===== src/rtl/serial_byte_collector.sv =====
// Reassembles MSB-first serial bits into WIDTH-bit words and buffers them in a
// DEPTH-entry FIFO that drains through a registered valid/ready output.
module serial_byte_collector #(
    parameter int WIDTH = 8,
    parameter int DEPTH = 4
) (
    input  logic                     clk,
    input  logic                     rst,
    input  logic                     sin,
    input  logic                     sin_en,
    input  logic                     sync,
    output logic [WIDTH-1:0]         dout,
    output logic                     dout_valid,
    input  logic                     dout_ready,
    output logic [$clog2(WIDTH)-1:0] bit_cnt,
    output logic [$clog2(DEPTH):0]   fill,
    output logic                     overflow
);

    localparam int CW = $clog2(WIDTH);
    localparam int AW = $clog2(DEPTH);
    localparam int FW = AW + 1;

    typedef enum logic {
        IDLE,
        COLLECT
    } state_t;

    state_t           state_q, state_d;
    logic [WIDTH-1:0] acc_q, acc_d;
    logic [CW-1:0]    cnt_q, cnt_d;
    logic [WIDTH-1:0] word;
    logic             push;

    logic [WIDTH-1:0] mem_q [DEPTH];
    logic [AW-1:0]    wr_ptr_q, wr_ptr_d;
    logic [AW-1:0]    rd_ptr_q, rd_ptr_d;
    logic [FW-1:0]    fill_q, fill_d;
    logic [WIDTH-1:0] dout_q, dout_d;
    logic             ovf_q, ovf_d;
    logic             pop, full, push_ok, drop;

    always_comb begin
        state_d = state_q;
        acc_d   = acc_q;
        cnt_d   = cnt_q;
        push    = 1'b0;
        word    = {acc_q[WIDTH-2:0], sin};
        if (sin_en) begin
            // A sync bit always restarts the word, even where it would have completed one.
            if (sync || state_q == IDLE) begin
                state_d = COLLECT;
                acc_d   = {{(WIDTH-1){1'b0}}, sin};
                cnt_d   = CW'(1);
            end else if (cnt_q == CW'(WIDTH - 1)) begin
                push    = 1'b1;
                state_d = IDLE;
                acc_d   = '0;
                cnt_d   = '0;
            end else begin
                acc_d   = word;
                cnt_d   = cnt_q + CW'(1);
            end
        end
    end

    always_comb begin
        pop      = dout_valid & dout_ready;
        full     = (fill_q == FW'(DEPTH));
        push_ok  = push & (~full | pop);
        drop     = push & full & ~pop;
        wr_ptr_d = push_ok ? wr_ptr_q + AW'(1) : wr_ptr_q;
        rd_ptr_d = pop ? rd_ptr_q + AW'(1) : rd_ptr_q;
        fill_d   = fill_q;
        if (push_ok && !pop) begin
            fill_d = fill_q + FW'(1);
        end else if (pop && !push_ok) begin
            fill_d = fill_q - FW'(1);
        end
        // The word being written lands at the new head only when the FIFO drains to it.
        if (push_ok && (wr_ptr_q == rd_ptr_d)) begin
            dout_d = word;
        end else begin
            dout_d = mem_q[rd_ptr_d];
        end
        ovf_d = ovf_q | drop;
    end

    always_ff @(posedge clk) begin
        if (rst) begin
            state_q  <= IDLE;
            acc_q    <= '0;
            cnt_q    <= '0;
            wr_ptr_q <= '0;
            rd_ptr_q <= '0;
            fill_q   <= '0;
            dout_q   <= '0;
            ovf_q    <= 1'b0;
        end else begin
            state_q  <= state_d;
            acc_q    <= acc_d;
            cnt_q    <= cnt_d;
            wr_ptr_q <= wr_ptr_d;
            rd_ptr_q <= rd_ptr_d;
            fill_q   <= fill_d;
            dout_q   <= dout_d;
            ovf_q    <= ovf_d;
        end
    end

    always_ff @(posedge clk) begin
        if (!rst && push_ok) begin
            mem_q[wr_ptr_q] <= word;
        end
    end

    assign dout       = dout_q;
    assign dout_valid = (fill_q != '0);
    assign bit_cnt    = cnt_q;
    assign fill       = fill_q;
    assign overflow   = ovf_q;

endmodule


===== config.mk =====
export PLATFORM = sky130hd
export DESIGN_NAME = serial_byte_collector
export DESIGN_NICKNAME = d
export VERILOG_FILES = /design/src/rtl/serial_byte_collector.sv
export SDC_FILE = /design/constraint.sdc
export NUM_CORES = 1
export LEC_CHECK = 0
export BUFFER_PORTS_ARGS = -buffer_cell sky130_fd_sc_hd__buf_2
export CAP_MARGIN = 5
export CELL_PAD_IN_SITES_DETAIL_PLACEMENT = 0
export CELL_PAD_IN_SITES_GLOBAL_PLACEMENT = 2
export CORE_MARGIN = 8
export CORE_UTILIZATION = 39
export DETAILED_ROUTE_END_ITERATION = 8
export GPL_TIMING_DRIVEN = 0
export PLACE_DENSITY = 0.78
export RECOVER_POWER = 50
export SLEW_MARGIN = 20
export SYNTH_ARGS = -nofsm -noshare
export SYNTH_HDL_FRONTEND = slang
export SYNTH_SLANG_ARGS = --single-unit

===== constraint.sdc =====
create_clock -name clk -period 2.5 [get_ports clk]
set_input_delay 0.375 -clock clk [delete_from_list [all_inputs] [get_ports clk]]
set_output_delay 0.375 -clock clk [all_outputs]
set_load 0.02 [all_outputs]

==> results.yml, run 1 <==
power_and_ir_drop:
  p_int_mw: 1.689
  total_power_mw: 2.193
  peakVddDrop_v: 0.0002940
  pwr-share-seq: 0.478
  powerDensity_nw_per_um2: 685.2
  netSwitchingPower_mw: 0.5035
  pwr-share-clk: 0.434
  p_leak_nw: 1.110
  power.switching_fraction: 0.2296
  combPwrFrac: 0.088
synth:
  syn_area_um2: 2744
  ys_top_cells_by_count: "edfxtp_1, dfxtp_1, nor2_1"
  synth_top_area_frac: 0.3502
  avgSynthCellArea_um2: 10.89
  yosysMostFrequentCell: "edfxtp_1"
  synth_flop_cell: "edfxtp_1"
  seq_area_frac_synth: 0.5472
  yosys-top-cells-area: "edfxtp_1, dfxtp_1, a21oi_1, nor3_1, ha_1"
  yosysTopAreaCell: "edfxtp_1"
  async_flop_share: 0
  yosysWarningCount: 0
  syn_inst: 252
  synth_nets: 266
  synth_edf_count: 32
  yosys_register_bits: 59
  ys_types: 43
route:
  wl_per_cell_um: 17.75
  ant_nets: 0
  routed_wl_mm: 6.853
  vias_per_cell: 5.254
  vias: 2028
  firstDrtPassIters: 4
  drtIter0Drc: 130
  drc: 0
finish:
  fin_nets: 299
  syn_to_final_growth_pct: 16.64
  final_area_um2: 3201
  layout-drive-gt1-share: 0.1655
  antennaDiodeCount: 0
sta:
  slew_viol_final: 0
  hold_viol: 0
  finalSetupViolations: 0
  grt_setup_unrepaired: "no"
  slew-limit-headroom: 0.5309
  worstMarginPinSlew_ns: 0.7037
  period_share: 0.9371
  period_needed_ns: 2.343
  fmax_mhz: 426.8
  skew_ns: 0.01517
worst_setup_path:
  criticalPathCategory: "reg -> reg"
  start_kind: "flip-flop"
  r2r_setup_slack_ns: 0.16
  cp.arrival_ns: 2.60
  crit_required_ns: 2.76
  endpoint_kind: "flip-flop"
  worstPathMaxFanout: 4
cts:
  numCtsBuffers: 9
  htree_num_levels: 3
  cts_sinks: 59
  clk_pin_slew_ns: 0.07
  tritoncts: "yes"
  clockRootBuffer: "clkbuf_8"
  holdBufCountCts: 0
  clock_path_buffers: 2
  clock_latency_ns: 0.34
global_routing:
  grt_pass1_vias: 2116
  grt_max_degree: 12
  grt_pass1_wl_mm: 11.14
  grt_usage: 0.1480
  antenna_found_initial: 0
  gr-total-overflow: 0
floorplanning:
  start_util: 0.4039
  core_um2: 6794
  die-width_um: 99.88
  design.die.area_um2: 9976
  ioPinCount: 22
  die-height_um: 99.88
  rows: 30
outcome:
  status: "finished, final reports clean"
place:
  place_congestion: 0.7138
  dp_hpwl_mm: 4.457
  io_buffers: 20
  place_area_um2: 2964
min_path:
  min_path_type: "in -> reg"
flow_run:
  cap_violations: 0
==> critical path: stages (launching register included) <==
cell and delay (ns):
dfxtp_2 0.35, ha_1 0.19, ha_4 0.15, nand4b_1 0.16, nor2_2 0.17, ha_2 0.20, inv_1 0.05, fa_1 0.37
xor2_1 0.17, or3_1 0.33, a21oi_2 0.14
==> state kept, by name, indices dropped and copies added, names as in the netlist, 2 cells and up <==
signal,flops
rd_ptr_q,2
fill,3
mem_q,32
dout,8
acc_q,7
wr_ptr_q,2
bit_cnt,3
==> cells by family after synthesis <==
kind of cell	after synthesis	share of synthesized area
and+or+nand+nor	94	0.1801
buffers and inverters	20	0.03557
adders and majority gates	8	0.03921
AOI/OAI and AO/OA	52	0.1245
DFF	59	0.5472
xor gates and xnor gates	8	0.03055
muxes	11	0.04286
==> layout make-up <==
cell class / instances / area, um^2
Buffer: 15 / 70.07
Clock buffer: 11 / 141.4
Clock inverter: 5 / 77.57
Fill cell: 648 / 3593
Inverter: 4 / 20.02
Multi-Input combinational cell: 173 / 1166
Sequential cell: 59 / 1504
Tap cell: 96 / 120.1
Timing Repair Buffer: 23 / 101.3
==> what timing repair did <==
action,CTS,global route
resized for setup,1,7
pin swaps,2,2
setup buffers,2,1
setup endpoints to repair,1,1
==> metal layers <==
metal	wire [um]	track usage	up-vias
met5	0	0	-
met4	55	0.07101	0
met3	412	0.03529	4
met2	3230	0.2293	61
met1	3155	0.1887	966
li1	-	-	997
==> worst paths after layout <==
kind	start	to	cells after the start
worst max-delay path	bit_cnt[0]$_SDFFE_PP0P_	fill[2]$_SDFFE_PP0P_	10
worst min register to register	overflow$_SDFF_PP0_	overflow$_SDFF_PP0_	2
worst max register to register	bit_cnt[0]$_SDFFE_PP0P_	fill[2]$_SDFFE_PP0P_	10
worst min-delay path	sync	bit_cnt[1]$_SDFFE_PP0P_	4
==> power groups by stage <==
stage	logic [mW]	registers (mW)	clock network (mW)
final	0.193	1.05	0.953
after global routing	0.213	1.05	1.01
after CTS	0.202	1.05	0.974
after detailed placement	0.201	1.07	0
after global placement	0.202	1.07	0
after floorplan	0.120	1.09	0
==> placed cells by master (no fill, tap or decap), types with 3 or more instances in the layout <==
cell,n
and2_1,5
edfxtp_1,32
dfxtp_1,25
o31ai_1,6
nor2b_1,7
o22ai_1,6
nand2_1,14
ha_1,5
o221ai_1,6
buf_4,4
clkbuf_1,23
nand3_1,10
o21ai_0,9
mux2_2,6
nor3_1,18
inv_1,3
nand2b_1,3
clkbuf_8,10
a21oi_1,17
xnor2_1,5
nor2_1,19
nor3b_1,7
mux2i_1,5
buf_2,11
==> stage by stage <==
step,utilization,setup TNS [ns],instances,setup WS [ns],hold WS (ns)
after floorplan,-,0,252,0.05570,0.4739
after global placement,0.4363,-0.08179,368,-0.08179,0.4496
after detailed placement,0.4363,-0.09322,368,-0.09322,0.4610
after CTS,0.4711,0,386,0.03096,0.2940
after global routing,0.4711,0,386,0.007633,0.3905
final,0.4711,0,386,0.1571,0.3766
Note: power is estimated with default switching activity, not from simulation.
==> run 2: changes to the inputs <==
Settings changed: GPL_ROUTABILITY_DRIVEN set to 0, PLACE_DENSITY 0.78 to 0.76, SETUP_SLACK_MARGIN set to 0.4.
==> run 2 against run 1 <==
Clock power fell by 10%. Routed wire length rose by 3.3%. First-iteration DRC count fell by 31%. Cell count rose by 1.6%. Utilization rose by 1.2 points. Die area did not move. Clock skew fell by 0.0079 ns. Register-to-register slack improved by 0.13 ns. Cell area rose by 2.5%. Critical path type unchanged. Largest cell class unchanged. Highest routed layer unchanged.
==> results.yml, run 2 (same netlist as run 1, synthesis figures left out) <==
power_and_ir_drop:
  pwr-share-seq: 0.495
  powerDensity_nw_per_um2: 643.4
  p_leak_nw: 1.141
  pwr-share-clk: 0.405
  power.switching_fraction: 0.2433
  peakVddDrop_v: 0.0002459
  combPwrFrac: 0.100
  netSwitchingPower_mw: 0.5133
  p_int_mw: 1.597
worst_setup_path:
  endpoint_kind: "flip-flop"
  crit_chain: "ha_4, ha_4, nand4b_1, nor2_2, ha_2, inv_1, fa_2, xor2_1, or3_1, a21oi_2"
  path_buf_inv: 1
  path_common_cell: "ha_4"
  start_kind: "flip-flop"
  cp_slowest_stage_delay_ns: 0.36
  criticalPathCategory: "reg -> reg"
  crit_required_ns: 2.76
  cp.arrival_ns: 2.47
  critPathSlowestCell: "dfxtp_4"
  worstPathMaxFanout: 4
  crit_family: "adder cells"
outcome:
  status: "finished, final reports clean"
cts:
  clk_pin_slew_ns: 0.06
  clock_path_buffers: 2
  clockRootBuffer: "clkbuf_8"
  holdBufCountCts: 0
  tritoncts: "yes"
  clock_latency_ns: 0.34
  numCtsBuffers: 9
  cts_sinks: 59
  htree_num_levels: 3
route:
  firstDrtPassIters: 4
  vias: 2062
  routed_wl_mm: 7.076
  drc: 0
  wl_per_cell_um: 18.05
  drtIter0Drc: 90
  ant_nets: 0
  vias_per_cell: 5.260
sta:
  period_needed_ns: 2.210
  worstMarginPinSlew_ns: 0.7430
  fmax_mhz: 452.4
  layout_setup_ws_ns: 0.2896
  period_share: 0.8842
  slew_viol_final: 0
  skew_ns: 0.007306
  slew-limit-headroom: 0.5047
  grt_setup_unrepaired: "yes"
  hold_viol: 0
  timing.setup.tns_ns: 0
  finalSetupViolations: 0
finish:
  fin_nets: 305
  syn_to_final_growth_pct: 19.52
  largest-register: "mem_q"
  final_area_um2: 3279
  most-common-layout-cells: "edfxtp_1, clkbuf_1, dfxtp_1, nor2_1, nor3_1"
  antennaDiodeCount: 0
  fillers: 661
  layout-drive-gt1-share: 0.2162
  largest_reg_flops: 32
  final_common_cell: "edfxtp_1"
global_routing:
  antenna_found_initial: 0
  grt_usage: 0.1510
  grt_max_degree: 11
  gr-total-overflow: 0
  grt_pass1_wl_mm: 11.28
  grt_pass1_vias: 2094
place:
  dp_slack_ns: 0.1440
  place_area_um2: 3008
  io_buffers: 20
  dp_hpwl_mm: 4.574
floorplanning:
  ioPinCount: 22
  start_util: 0.4039
  die-height_um: 99.88
  design.die.area_um2: 9976
  rows: 30
  die-width_um: 99.88
  core_um2: 6794
min_path:
  min_path_type: "in -> reg"
flow_run:
  cap_violations: 0
-- run 2: cell types whose count changed in the layout (fill, tap and decap cells not counted), sizes merged --
cell and delta:
clkbuf +1, buf +5, clkinv +1, bufinv -1
-- run 2: metrics by stage --
| stage | hold slack, ns | utilization | total power, mW | instances |
|---|---|---|---|---|
| after floorplan | 0.4739 | - | 1.204 | 252 |
| after global placement | 0.4514 | 0.4427 | 1.267 | 368 |
| after detailed placement | 0.4542 | 0.4427 | 1.267 | 368 |
| after CTS | 0.3134 | 0.4842 | 2.135 | 392 |
| after global routing | 0.4187 | 0.4827 | 2.194 | 392 |
| final | 0.3818 | 0.4827 | 2.110 | 392 |
-- run 2: worst paths after layout --
check	startpoint	end	slack, ns	cells after the start
worst max-delay path	bit_cnt[1]$_SDFFE_PP0P_	fill[2]$_SDFFE_PP0P_	0.29	10
worst min-delay path	sync	bit_cnt[1]$_SDFFE_PP0P_	0.38	4
worst min register to register	overflow$_SDFF_PP0_	overflow$_SDFF_PP0_	0.47	2
worst max register to register	bit_cnt[1]$_SDFFE_PP0P_	fill[2]$_SDFFE_PP0P_	0.29	10
-- run 2: what timing repair did --
action | in CTS | in global routing
endpoints found under the setup margin | 4 | 38
pin swaps | 3 | 1
setup buffers | 8 | 0
gates resized for setup | 6 | 5
-- run 2: final cells by class --
| type | count | area, um^2 | area share |
|---|---|---|---|
| Clock buffer | 11 | 141.4 | 0.04311 |
| Timing Repair Buffer | 28 | 141.4 | 0.04311 |
| Multi-Input combinational cell | 173 | 1191 | 0.3632 |
| Inverter | 4 | 27.53 | 0.008394 |
| Sequential cell | 59 | 1515 | 0.4620 |
| Buffer | 16 | 90.09 | 0.02747 |
| Clock inverter | 5 | 52.55 | 0.01602 |
| Tap cell | 96 | 120.1 | 0.03663 |
-- run 2: power by group through the flow --
stage                     combinational, mW  clock (mW)  sequential (mW)
after floorplan                       0.118           0             1.09
after global placement                0.199           0             1.07
after detailed placement              0.199           0             1.07
after CTS                             0.217       0.874             1.04
after global routing                  0.233       0.914             1.05
final                                 0.211       0.854             1.04
-- run 2: worst register-to-register path, stage by stage (launching register included) --
cell,delay (ns)
dfxtp_4,0.36
ha_4,0.13
ha_4,0.14
nand4b_1,0.17
nor2_2,0.18
ha_2,0.19
inv_1,0.05
fa_2,0.33
xor2_1,0.15
or3_1,0.32
a21oi_2,0.11
-- run 2: routing by layer --
metal / vias up / track usage / share of wire
met4: 0 / 0.08731 / 0.019
met3: 9 / 0.02907 / 0.042
met5: - / 0 / 0
met1: 995 / 0.1923 / 0.48
li1: 1008 / - / -
met2: 50 / 0.2329 / 0.46
